<file path="src/rtl/dm_axi_pkg.sv">
// rtl/dm_axi_pkg.sv - shared types and AXI constants for the data-memory AXI master
package dm_axi_pkg;

    typedef enum logic [2:0] {
        IDLE,
        RD_A,
        RD_D,
        WR,
        WR_B,
        DONE
    } state_t;

    localparam logic [2:0] AXI_SIZE_W     = 3'b010;
    localparam logic [1:0] AXI_BURST_INCR = 2'b01;
    localparam logic [1:0] AXI_RESP_OKAY  = 2'b00;

endpackage

</file>
<file path="src/rtl/axi_wr_track.sv">
// rtl/axi_wr_track.sv - AW/W valid registers with per-channel completion flags
module axi_wr_track (
    input  logic clk,
    input  logic rst,
    input  logic start,
    input  logic aw_ready,
    input  logic w_ready,
    output logic aw_valid,
    output logic w_valid,
    output logic both_done
);

    logic aw_done;
    logic w_done;
    logic aw_hs;
    logic w_hs;

    assign aw_hs = aw_valid && aw_ready;
    assign w_hs  = w_valid && w_ready;

    // A channel counts as finished in the very cycle its handshake happens,
    // so the FSM can leave WR without an extra idle cycle.
    assign both_done = (aw_done || aw_hs) && (w_done || w_hs);

    // Raise both channels on start; each drops on its own handshake and remembers it.
    always_ff @(posedge clk) begin
        if (rst) begin
            aw_valid <= 1'b0;
            w_valid  <= 1'b0;
            aw_done  <= 1'b0;
            w_done   <= 1'b0;
        end else if (start) begin
            aw_valid <= 1'b1;
            w_valid  <= 1'b1;
            aw_done  <= 1'b0;
            w_done   <= 1'b0;
        end else begin
            if (aw_hs) begin
                aw_valid <= 1'b0;
                aw_done  <= 1'b1;
            end
            if (w_hs) begin
                w_valid <= 1'b0;
                w_done  <= 1'b1;
            end
        end
    end

endmodule

</file>
<file path="src/rtl/dm_axi_master.sv">
// rtl/dm_axi_master.sv - MEM-stage data-memory port to single-beat AXI4 master (optional DM_AXI_ERR_EN)
module dm_axi_master #(
    parameter int ID_W      = 4,
    parameter int MASTER_ID = 1
) (
    input  logic            clk,
    input  logic            rst,
    input  logic            i_DM_CS,
    input  logic            i_DM_OE,
    input  logic [3:0]      i_DM_WEB,
    input  logic [31:0]     i_DM_addr,
    input  logic [31:0]     i_DM_DI,
    output logic [31:0]     o_DM_DO,
    output logic            o_mem_stall,
    output logic            o_bus_err,
    output logic [ID_W-1:0] AWID,
    output logic [31:0]     AWADDR,
    output logic [7:0]      AWLEN,
    output logic [2:0]      AWSIZE,
    output logic [1:0]      AWBURST,
    output logic            AWVALID,
    input  logic            AWREADY,
    output logic [31:0]     WDATA,
    output logic [3:0]      WSTRB,
    output logic            WLAST,
    output logic            WVALID,
    input  logic            WREADY,
    input  logic [ID_W-1:0] BID,
    input  logic [1:0]      BRESP,
    input  logic            BVALID,
    output logic            BREADY,
    output logic [ID_W-1:0] ARID,
    output logic [31:0]     ARADDR,
    output logic [7:0]      ARLEN,
    output logic [2:0]      ARSIZE,
    output logic [1:0]      ARBURST,
    output logic            ARVALID,
    input  logic            ARREADY,
    input  logic [ID_W-1:0] RID,
    input  logic [31:0]     RDATA,
    input  logic [1:0]      RRESP,
    input  logic            RLAST,
    input  logic            RVALID,
    output logic            RREADY
);
    import dm_axi_pkg::*;

    state_t      state;
    state_t      next_state;
    logic        wr_req;
    logic        rd_req;
    logic        wr_start;
    logic        wr_both_done;
    logic        ar_valid_q;
    logic        r_ready_q;
    logic        b_ready_q;
    logic [31:0] addr_q;
    logic [31:0] wdata_q;
    logic [3:0]  wstrb_q;
    logic [31:0] rdata_q;
    logic        unused_ok;

    assign wr_req = i_DM_CS && (i_DM_WEB != 4'hF);
    assign rd_req = i_DM_CS && i_DM_OE && (i_DM_WEB == 4'hF);

    // State register.
    always_ff @(posedge clk) begin
        if (rst) state <= IDLE;
        else     state <= next_state;
    end

    // Next-state decode plus the pipeline stall and write-start strobe.
    always_comb begin
        next_state  = state;
        wr_start    = 1'b0;
        o_mem_stall = (wr_req || rd_req) && (state != DONE);
        case (state)
            IDLE: begin
                if (wr_req) begin
                    next_state = WR;
                    wr_start   = 1'b1;
                end else if (rd_req) begin
                    next_state = RD_A;
                end
            end
            RD_A:    if (ARREADY) next_state = RD_D;
            RD_D:    if (RVALID) next_state = DONE;
            WR:      if (wr_both_done) next_state = WR_B;
            WR_B:    if (BVALID) next_state = DONE;
            DONE:    next_state = IDLE;
            default: next_state = IDLE;
        endcase
    end

    // Handshake strobes are registered from the next state so no AXI output depends on an input combinationally.
    always_ff @(posedge clk) begin
        if (rst) begin
            ar_valid_q <= 1'b0;
            r_ready_q  <= 1'b0;
            b_ready_q  <= 1'b0;
        end else begin
            ar_valid_q <= (next_state == RD_A);
            r_ready_q  <= (next_state == RD_D);
            b_ready_q  <= (next_state == WR_B);
        end
    end

    // Address and write data are sampled only in IDLE so they stay put while any VALID is high.
    always_ff @(posedge clk) begin
        if (state == IDLE) begin
            addr_q  <= {i_DM_addr[31:2], 2'b00};
            wdata_q <= i_DM_DI;
            wstrb_q <= ~i_DM_WEB;
        end
    end

    // Load word holds the last completed read.
    always_ff @(posedge clk) begin
        if (rst)                          rdata_q <= 32'h0;
        else if (state == RD_D && RVALID) rdata_q <= RDATA;
    end

    axi_wr_track u_wr_track (
        .clk       (clk),
        .rst       (rst),
        .start     (wr_start),
        .aw_ready  (AWREADY),
        .w_ready   (WREADY),
        .aw_valid  (AWVALID),
        .w_valid   (WVALID),
        .both_done (wr_both_done)
    );

`ifdef DM_AXI_ERR_EN
    logic bus_err_q;

    // Sticky error on any non-OKAY response; only reset clears it.
    always_ff @(posedge clk) begin
        if (rst) begin
            bus_err_q <= 1'b0;
        end else if ((state == RD_D && RVALID && RRESP != AXI_RESP_OKAY) ||
                     (state == WR_B && BVALID && BRESP != AXI_RESP_OKAY)) begin
            bus_err_q <= 1'b1;
        end
    end

    assign o_bus_err = bus_err_q;
`else
    assign o_bus_err = 1'b0;
`endif

    assign o_DM_DO = rdata_q;

    assign AWID    = ID_W'(MASTER_ID);
    assign AWADDR  = addr_q;
    assign AWLEN   = 8'd0;
    assign AWSIZE  = AXI_SIZE_W;
    assign AWBURST = AXI_BURST_INCR;
    assign WDATA   = wdata_q;
    assign WSTRB   = wstrb_q;
    assign WLAST   = 1'b1;
    assign BREADY  = b_ready_q;
    assign ARID    = ID_W'(MASTER_ID);
    assign ARADDR  = addr_q;
    assign ARLEN   = 8'd0;
    assign ARSIZE  = AXI_SIZE_W;
    assign ARBURST = AXI_BURST_INCR;
    assign ARVALID = ar_valid_q;
    assign RREADY  = r_ready_q;

    // IDs and RLAST carry no information for a single outstanding single-beat master.
    assign unused_ok = &{1'b0, BID, RID, RLAST, BRESP, RRESP};

endmodule

</file>
<file path="config.mk">
export PLATFORM = sky130hd
export DESIGN_NAME = dm_axi_master
export DESIGN_NICKNAME = d
export VERILOG_FILES = /design/src/rtl/dm_axi_pkg.sv /design/src/rtl/axi_wr_track.sv /design/src/rtl/dm_axi_master.sv
export SDC_FILE = /design/constraint.sdc
export NUM_CORES = 1
export LEC_CHECK = 0
export ABC_AREA = 1
export BUFFER_PORTS_ARGS = -buffer_cell sky130_fd_sc_hd__buf_4
export CAP_MARGIN = 20
export CORE_AREA = 2 2 115 117
export DETAILED_ROUTE_END_ITERATION = 16
export DIE_AREA = 0 0 117 119
export PLACE_DENSITY = 0.65
export SYNTH_ARGS = -nofsm -noshare
export SYNTH_HDL_FRONTEND = slang
export SYNTH_SLANG_ARGS = --single-unit
</file>
<file path="constraint.sdc">
create_clock -name clk -period 2.33 [get_ports clk]
set_input_delay 0 -clock clk [delete_from_list [all_inputs] [get_ports clk]]
set_output_delay 0 -clock clk [all_outputs]
set_load 0.03 [all_outputs]
</file>
==> results of run 1 <==
cell usage after synthesis, drive strengths merged:
library cell | n | share of area, %
edfxtp | 66 | 48
inv | 17 | 1.6
nand2 | 17 | 1.6
o311a | 1 | 0.24
buf | 75 | 14
a21oi | 6 | 0.73
clkbuf | 4 | 0.43
dfxtp | 42 | 21
nand4 | 1 | 0.15
conb | 2 | 0.18
nand3 | 7 | 0.86
nor2 | 79 | 7.4
o21ai | 33 | 4.0
sequential cells by signal, summed over array words and instances, names as in the netlist:
signal and flops:
WDATA 32, o_DM_DO 32, ARADDR 30, WSTRB 4, state 3, ARVALID 1, BREADY 1, RREADY 1
u_wr_track.aw_done 1, u_wr_track.aw_valid 1, u_wr_track.w_done 1, u_wr_track.w_valid 1
per-layer routing:
layer / share of wire (%) / track usage, % / wire (um) / vias up
met4: 2.5 / 7.43 / 289 / 2
met5: 0.11 / 0 / 13 / -
met1: 35 / 16.3 / 3990 / 1595
met3: 10 / 5.19 / 1170 / 22
met2: 52 / 29.3 / 6010 / 204
li1: - / - / - / 1674
tightest hold or removal path, stage by stage:
cell	delay [ps]
buf_4	80
nand3_1	60
nand2_1	60
nor2_1	40
nand3_1	70
nor2_1	50
power by group:
| group | switching (mW) | internal, mW | leakage, nW | total, mW |
|---|---|---|---|---|
| clock network | 0.679 | 0.724 | 0.128 | 1.40 |
| logic | 1.59 | 0.887 | 2.05 | 2.47 |
| registers | 0.173 | 2.49 | 0.998 | 2.67 |
| total | 2.44 | 4.11 | 3.18 | 6.54 |
kinds of logic after synthesis:
family | synth area share (%)
buffers and inverters | 15.9
flip-flops | 68.9
AO/OA/AOI/OAI | 5.01
other | 0.183
AND/OR/NAND/NOR | 10.0
through the flow:
step                instances  hold WS, ps  util, %  cell area, sq um
global placement          727          179     44.3              5700
floorplan                 388         69.1        -              4240
CTS                       846         48.7     54.4              7000
detailed placement        727          179     44.3              5700
finish                    848         61.7     54.4              7010
global route              847          117     54.4              7000
worst max path at each step:
stage                             to  slack (ps)  cells after the start  startpoint
after floorplan           ARADDR[10]          30                      3    state[0]
after global placement     WDATA[13]         910                      4    state[0]
after detailed placement  ARADDR[24]         880                      4    state[0]
after CTS                 o_DM_DO[0]         810                      5         rst
after global routing      o_DM_DO[0]         630                      5         rst
final                     o_DM_DO[0]         780                      5         rst
cell type report:
| type | instances | area, sq um |
|---|---|---|
| fillers | 1074 | 5870 |
| repair buffers | 345 | 2860 |
| flip-flops and latches | 108 | 2820 |
| multi-input cells | 184 | 767 |
| clock buffers | 10 | 229 |
| well taps | 176 | 220 |
| inverters | 17 | 63.8 |
| clock inverters | 6 | 37.5 |
| diodes | 2 | 5.00 |
==> results.cfg, run 1 <==
[min_path]
hold_path_class = input port to register
min_from = BVALID
whs_path_depth = 6
min_to = BREADY

[synthesis]
netlist_instances = 350
avgSynthCellArea_sq_um = 11.7
yosys_warnings = 0
ys_seq_area_share_pct = 68.9
synth_seq_cells = 108
syn_area_sq_um = 4100
ys_types = 21

[die]
rows = 42
coreArea_sq_um = 12900
die_area_sq_um = 13900
io_pins = 296
die_x_um = 117
die_h_um = 119
start_util_pct = 31.8

[cells_and_area]
syn2layout_area_growth_pct = 71.0
drive_above_1_share_pct = 38.7
layout_commonest_cell = buf_4
layout_common_cells = 241 x buf_4, 103 x dlygate4sd3_1, 78 x nor2_1
nets = 787

[detailed_routing]
routed_wl_mm = 11.5
postRouteAntennaNets = 0
drc = 0
wl_per_cell_um = 13.5
num_vias = 3497
routed_via_density = 4.12
drtPass1Iterations = 4
drt_iter0_markers = 159

[place]
gp_congestion = 0.809
port_buffers = 240
dpl_worst_slack_ps = 876
dp_hpwl_mm = 7.95

[clock_network]
h-tree-depth = 3
cts_tree = built
cts_setup_buffers = 0
cts_hold_buf = 103
cts_sinks = 108
clk_latency_ps = 350
clk_pin_slew_ps = 70
numCtsBuffers = 9
cts_buffer_depth = 2
cts_resized = 0
ctsRootBufferMaster = clkbuf_16

[flow_run]
drv_cap = 0

[setup_path]
worstSetupStartpointType = input port
max_stage_delay_ps = 650
cp_top_family = buffers and inverters
cp_data_required_time_ps = 2610
r2r_end = ARADDR[8]
worstPathMaxFanout = 34
path_buf_inv = 3
reg2reg_depth = 4
cp_data_arrival_time_ps = 1830
path_cells = dlygate4sd3_1 -> buf_4 -> inv_1 -> o21ai_0 -> nor2_1
r2r_setup_slack_ps = 860
path_class = input port to register
endpoint_kind = register
crit_slowest_cell = inv_1
rr_startpoint = state[0]

[timing]
max_freq_mhz = 644
setup_viol = 0
fin_ws_ps = 776
final.min_clock_period_ps = 1550
drv_slew = 0
rsz0062_at_grt = false
period_share_pct = 66.7
hold_violations = 0
finalSetupTns_ps = 0
clock_skew_ps = 6.90
worst_slew_pin_slew_ps = 908
maxSlewHeadroom_pct = 39.4

[pwr]
power_mw = 6.54
p_leak_nw = 3.18
power_density_nw_per_um2 = 934
vdd_ir_drop_max_mv = 0.448

[grt]
grt_max_degree = 67
grt_pass1_wl_mm = 16.9
grt_use_total_pct = 16.1
grt-ovfl-total = 0
antenna_found_initial = 3
grt_pass1_vias = 3440

[status]
outcome = finished clean
(Power assumes the default switching activity.)
==> run 2: changes to the inputs <==
- CORE_AREA: 2 2 115 117 -> 2 2 114 116
- DIE_AREA: 0 0 117 119 -> 0 0 116 118
- PLACE_DENSITY: 0.65 -> 0.63
- clock period: 2.33 -> 1.63 ns (I/O delays scaled with it)
==> run 2 against run 1 <==
Worst hold slack gained 5.1 ps. Die area shrank 1.7%. Clock skew grew 1.6 ps. Utilization grew 3.0 points. Sequential cell count is the same. Register-to-register slack lost 700 ps. Cell area grew 1.8%. Critical path depth is the same. Routed wire length grew 4.6%. Non-clock buffer count grew 5.
==> results.cfg, run 2 (synthesis results as in run 1) <==
[grt]
antenna_found_initial = 4
grt-ovfl-total = 0
grt_use_total_pct = 17.2
grt_max_degree = 34
grt_pass1_wl_mm = 17.7
grt_pass1_vias = 3577

[die]
die_area_sq_um = 13700
die_h_um = 118
start_util_pct = 33.0
io_pins = 296
coreArea_sq_um = 12400
rows = 41
die_x_um = 116

[setup_path]
crit_slowest_cell = dlygate4sd3_1
cp_data_required_time_ps = 1920
path_class = register to register
max_stage_delay_ps = 550
worstSetupStartpointType = register
endpoint_kind = register
worstPathMaxFanout = 4
cp_data_arrival_time_ps = 1770
path_cells = inv_1 -> nor2_4 -> nand3_1 -> a21oi_1 -> dlygate4sd3_1

[place]
dpl_worst_slack_ps = 128
dp_hpwl_mm = 8.05
dpl_cell_area_sq_um = 5780
gp_congestion = 0.819
port_buffers = 240
dp.cells = 728

[detailed_routing]
routed_wl_mm = 12.0
wl_per_cell_um = 14.1
drtPass1Iterations = 4
drt_iter0_markers = 176
postRouteAntennaNets = 0
routed_via_density = 4.16
drc = 0
num_vias = 3539

[clock_network]
cts_sinks = 108
clk_latency_ps = 350
h-tree-depth = 3
numCtsBuffers = 9
cts_buffer_depth = 2
ctsRootBufferMaster = clkbuf_16
cts_setup_buffers = 0
clk_pin_slew_ps = 70
cts_tree = built

[timing]
fin_ws_ps = 156
max_freq_mhz = 679
hold_violations = 0
setup_viol = 0
clock_skew_ps = 8.49
period_share_pct = 90.4
drv_slew = 0
final.min_clock_period_ps = 1470
rsz0062_at_grt = false

[pwr]
vdd_ir_drop_max_mv = 0.544
p_leak_nw = 3.24
power_density_nw_per_um2 = 1360

[cells_and_area]
drive_above_1_share_pct = 40.3
seqCellArea_sq_um = 2830
multi_input_area_sq_um = 777
layout_commonest_cell = buf_4
final_area_sq_um = 7130
layout_common_cells = 244 x buf_4, 103 x dlygate4sd3_1, 77 x nor2_1
final_cells = 851
nets = 792
fillers = 1029
syn2layout_area_growth_pct = 74.1

[flow_run]
drv_cap = 0

[status]
outcome = finished clean

[min_path]
hold_path_class = input port to register
==> run 2: final timing paths <==
path	depth (start not counted)	slack, ps	end	from
max	5	160	RREADY	state[1]
min	6	70	BREADY	BVALID
max reg2reg	5	160	RREADY	state[1]
min reg2reg	2	460	u_wr_track.w_done	u_wr_track.w_done
==> run 2: where the power goes <==
group	switching (mW)	leakage (nW)	internal [mW]	total [mW]
sequential	0.247	1.00	3.56	3.81
clock	1.05	0.150	1.22	2.27
combinational	2.30	2.09	1.34	3.64
==> run 2: layout make-up <==
| class | instances | share of cell area [%] |
|---|---|---|
| well taps | 172 | 3.02 |
| clock buffers | 9 | 3.16 |
| flip-flops and latches | 108 | 39.7 |
| repair buffers | 350 | 41.0 |
| multi-input cells | 184 | 10.9 |
| clock inverters | 7 | 1.16 |
| inverters | 17 | 0.982 |
| diodes | 4 | 0.140 |
==> run 2: worst max-delay path: cells and delay by family, from the launching register on <==
kind                   cells  cell delay, ps
AO/OA/AOI/OAI              1             130
buffers and inverters      2             660
flip-flops                 1             370
AND/OR/NAND/NOR            2             260
==> run 2: metal layers <==
metal / vias to the layer above / track usage [%] / share of wire, %
met2: 213 / 31.9 / 54
met1: 1616 / 16.6 / 33
met4: 0 / 9.60 / 3.1
met5: - / 0 / 0
met3: 23 / 4.84 / 9.4
li1: 1687 / - / -
==> run 2: through the flow <==
stage	hold slack, ps	util (%)	power (mW)	TNS [ps]
detailed placement	179	46.6	7.29	0
global placement	178	46.6	7.24	0
floorplan	69.1	-	6.12	-11970
finish	66.8	57.5	9.72	0
CTS	53.4	57.3	9.78	0
global route	87.4	57.5	10.2	0
==> run 2: timing repair <==
item	in CTS	in global routing
hold endpoints to repair	106	0
hold buffers	103	0
gates resized for setup	0	1
setup endpoints to repair	0	10
==> run 3: changes to the inputs <==
- REMOVE_ABC_BUFFERS: not set -> 1
==> run 3 against run 2 <==
Routed wire length decreased by 6.5%. Combinational power decreased by 2%. Highest routed layer is now met5. Count of clock-buffer cells in the layout unchanged. Critical path type unchanged. Utilization decreased by 0.68 points. Non-clock buffer count decreased by 1. Critical endpoint unchanged. Sequential power about the same. Worst setup slack improved by 5.0 ps. Die area unchanged. Critical path depth unchanged. Power decreased by 3.5%. Fmax increased by 0.34%. Via count decreased by 2.7%.
==> results.cfg, run 3 (synthesis results as in run 1) <==
[grt]
grt_use_total_pct = 16.0
grt_max_degree = 55
grt-ovfl-total = 0
grt_pass1_wl_mm = 16.7
antenna_found_initial = 4
grt_pass1_vias = 3423

[status]
outcome = finished clean

[flow_run]
drv_cap = 0

[place]
dpl_cell_area_sq_um = 5760
dp.cells = 729
dp_hpwl_mm = 8.16
gp_congestion = 0.853
dpl_worst_slack_ps = 247
port_buffers = 240

[cells_and_area]
layout_common_cells = 246 x buf_4, 101 x dlygate4sd3_1, 78 x nor2_1
final_area_sq_um = 7050
syn2layout_area_growth_pct = 72.1
final_cells = 848
layout_commonest_cell = buf_4
multi_input_area_sq_um = 767
nets = 791
fillers = 1015
drive_above_1_share_pct = 39.7
seqCellArea_sq_um = 2820

[min_path]
min_to = u_wr_track.aw_done
hold_path_class = input port to register
whs_path_depth = 3
min_from = AWREADY

[clock_network]
numCtsBuffers = 9
cts_setup_buffers = 0
clk_latency_ps = 340
cts_hold_buf = 101
clk_pin_slew_ps = 70
cts_sinks = 108
cts_buffer_depth = 2
h-tree-depth = 3
cts_resized = 0
cts_tree = built
ctsRootBufferMaster = clkbuf_16

[die]
coreArea_sq_um = 12400
die_area_sq_um = 13700
start_util_pct = 33.0
die_h_um = 118
die_x_um = 116
rows = 41
io_pins = 296

[setup_path]
worstSetupStartpointType = register
cp_top_family = buffers and inverters
path_cells = inv_1 -> nor2_4 -> nand3_1 -> a21oi_1 -> dlygate4sd3_1
cp_data_required_time_ps = 1920
r2r_setup_slack_ps = 160
worstSetupStartpoint = state[1]
max_stage_delay_ps = 560
crit_slowest_cell = dlygate4sd3_1
r2r_end = RREADY
cp_data_arrival_time_ps = 1760
path_class = register to register
endpoint_kind = register
rr_startpoint = state[1]
path_buf_inv = 2
reg2reg_depth = 5
worstPathMaxFanout = 4

[timing]
clock_skew_ps = 6.08
drv_slew = 0
final.min_clock_period_ps = 1470
period_share_pct = 90.1
setup_viol = 0
max_freq_mhz = 681
fin_ws_ps = 161
rsz0062_at_grt = false
finalSetupTns_ps = 0
hold_violations = 0

[detailed_routing]
num_vias = 3443
wl_per_cell_um = 13.2
drtPass1Iterations = 5
routed_wl_mm = 11.2
drc = 0
routed_via_density = 4.06
postRouteAntennaNets = 0
drt_iter0_markers = 133

[pwr]
vdd_ir_drop_max_mv = 0.593
p_leak_nw = 3.20
power_density_nw_per_um2 = 1330
power_mw = 9.39
[run 3: worst max-delay path by stage]
| stage | cells after the start | end |
|---|---|---|
| floorplan | 3 | ARADDR[10] |
| global placement | 6 | o_DM_DO[4] |
| detailed placement | 6 | o_DM_DO[13] |
| CTS | 5 | RREADY |
| global route | 5 | RREADY |
| finish | 5 | RREADY |
[run 3: report_power, final]
| group | total [mW] | internal [mW] | switching (mW) |
|---|---|---|---|
| clock | 2.02 | 1.05 | 0.970 |
| combinational | 3.56 | 1.30 | 2.26 |
| sequential | 3.81 | 3.56 | 0.247 |
| total | 9.39 | 5.91 | 3.48 |
[run 3: final cells by class]
| class | count | area share [%] |
|---|---|---|
| sequential | 108 | 40.0 |
| antenna | 3 | 0.106 |
| multi-input combinational | 184 | 10.9 |
| clock inverter | 6 | 0.710 |
| timing repair buffer | 349 | 41.1 |
| inverter | 17 | 0.905 |
| tap | 172 | 3.05 |
| clock buffer | 9 | 3.19 |
[run 3: worst min-delay path, stage by stage]
cell and delay, ps:
buf_4 110, nand2_1 110, a21oi_1 80
[run 3: metal layers]
layer  global-route usage, %  part of all wire, %  up-vias
met2                    28.8                   53      197
met1                    16.8                   36     1544
li1                        -                    -     1683
met5                       0                0.098        -
met4                    5.43                  1.9        2
met3                    6.39                  9.7       17
[run 3: metrics by stage]
stage | hold WS (ps) | util [%]
after global placement | 179 | 46.4
after detailed placement | 179 | 46.4
after CTS | 0.487 | 56.7
after global routing | 17.6 | 56.8
after floorplan | 69.1 | -
final | 13.2 | 56.8
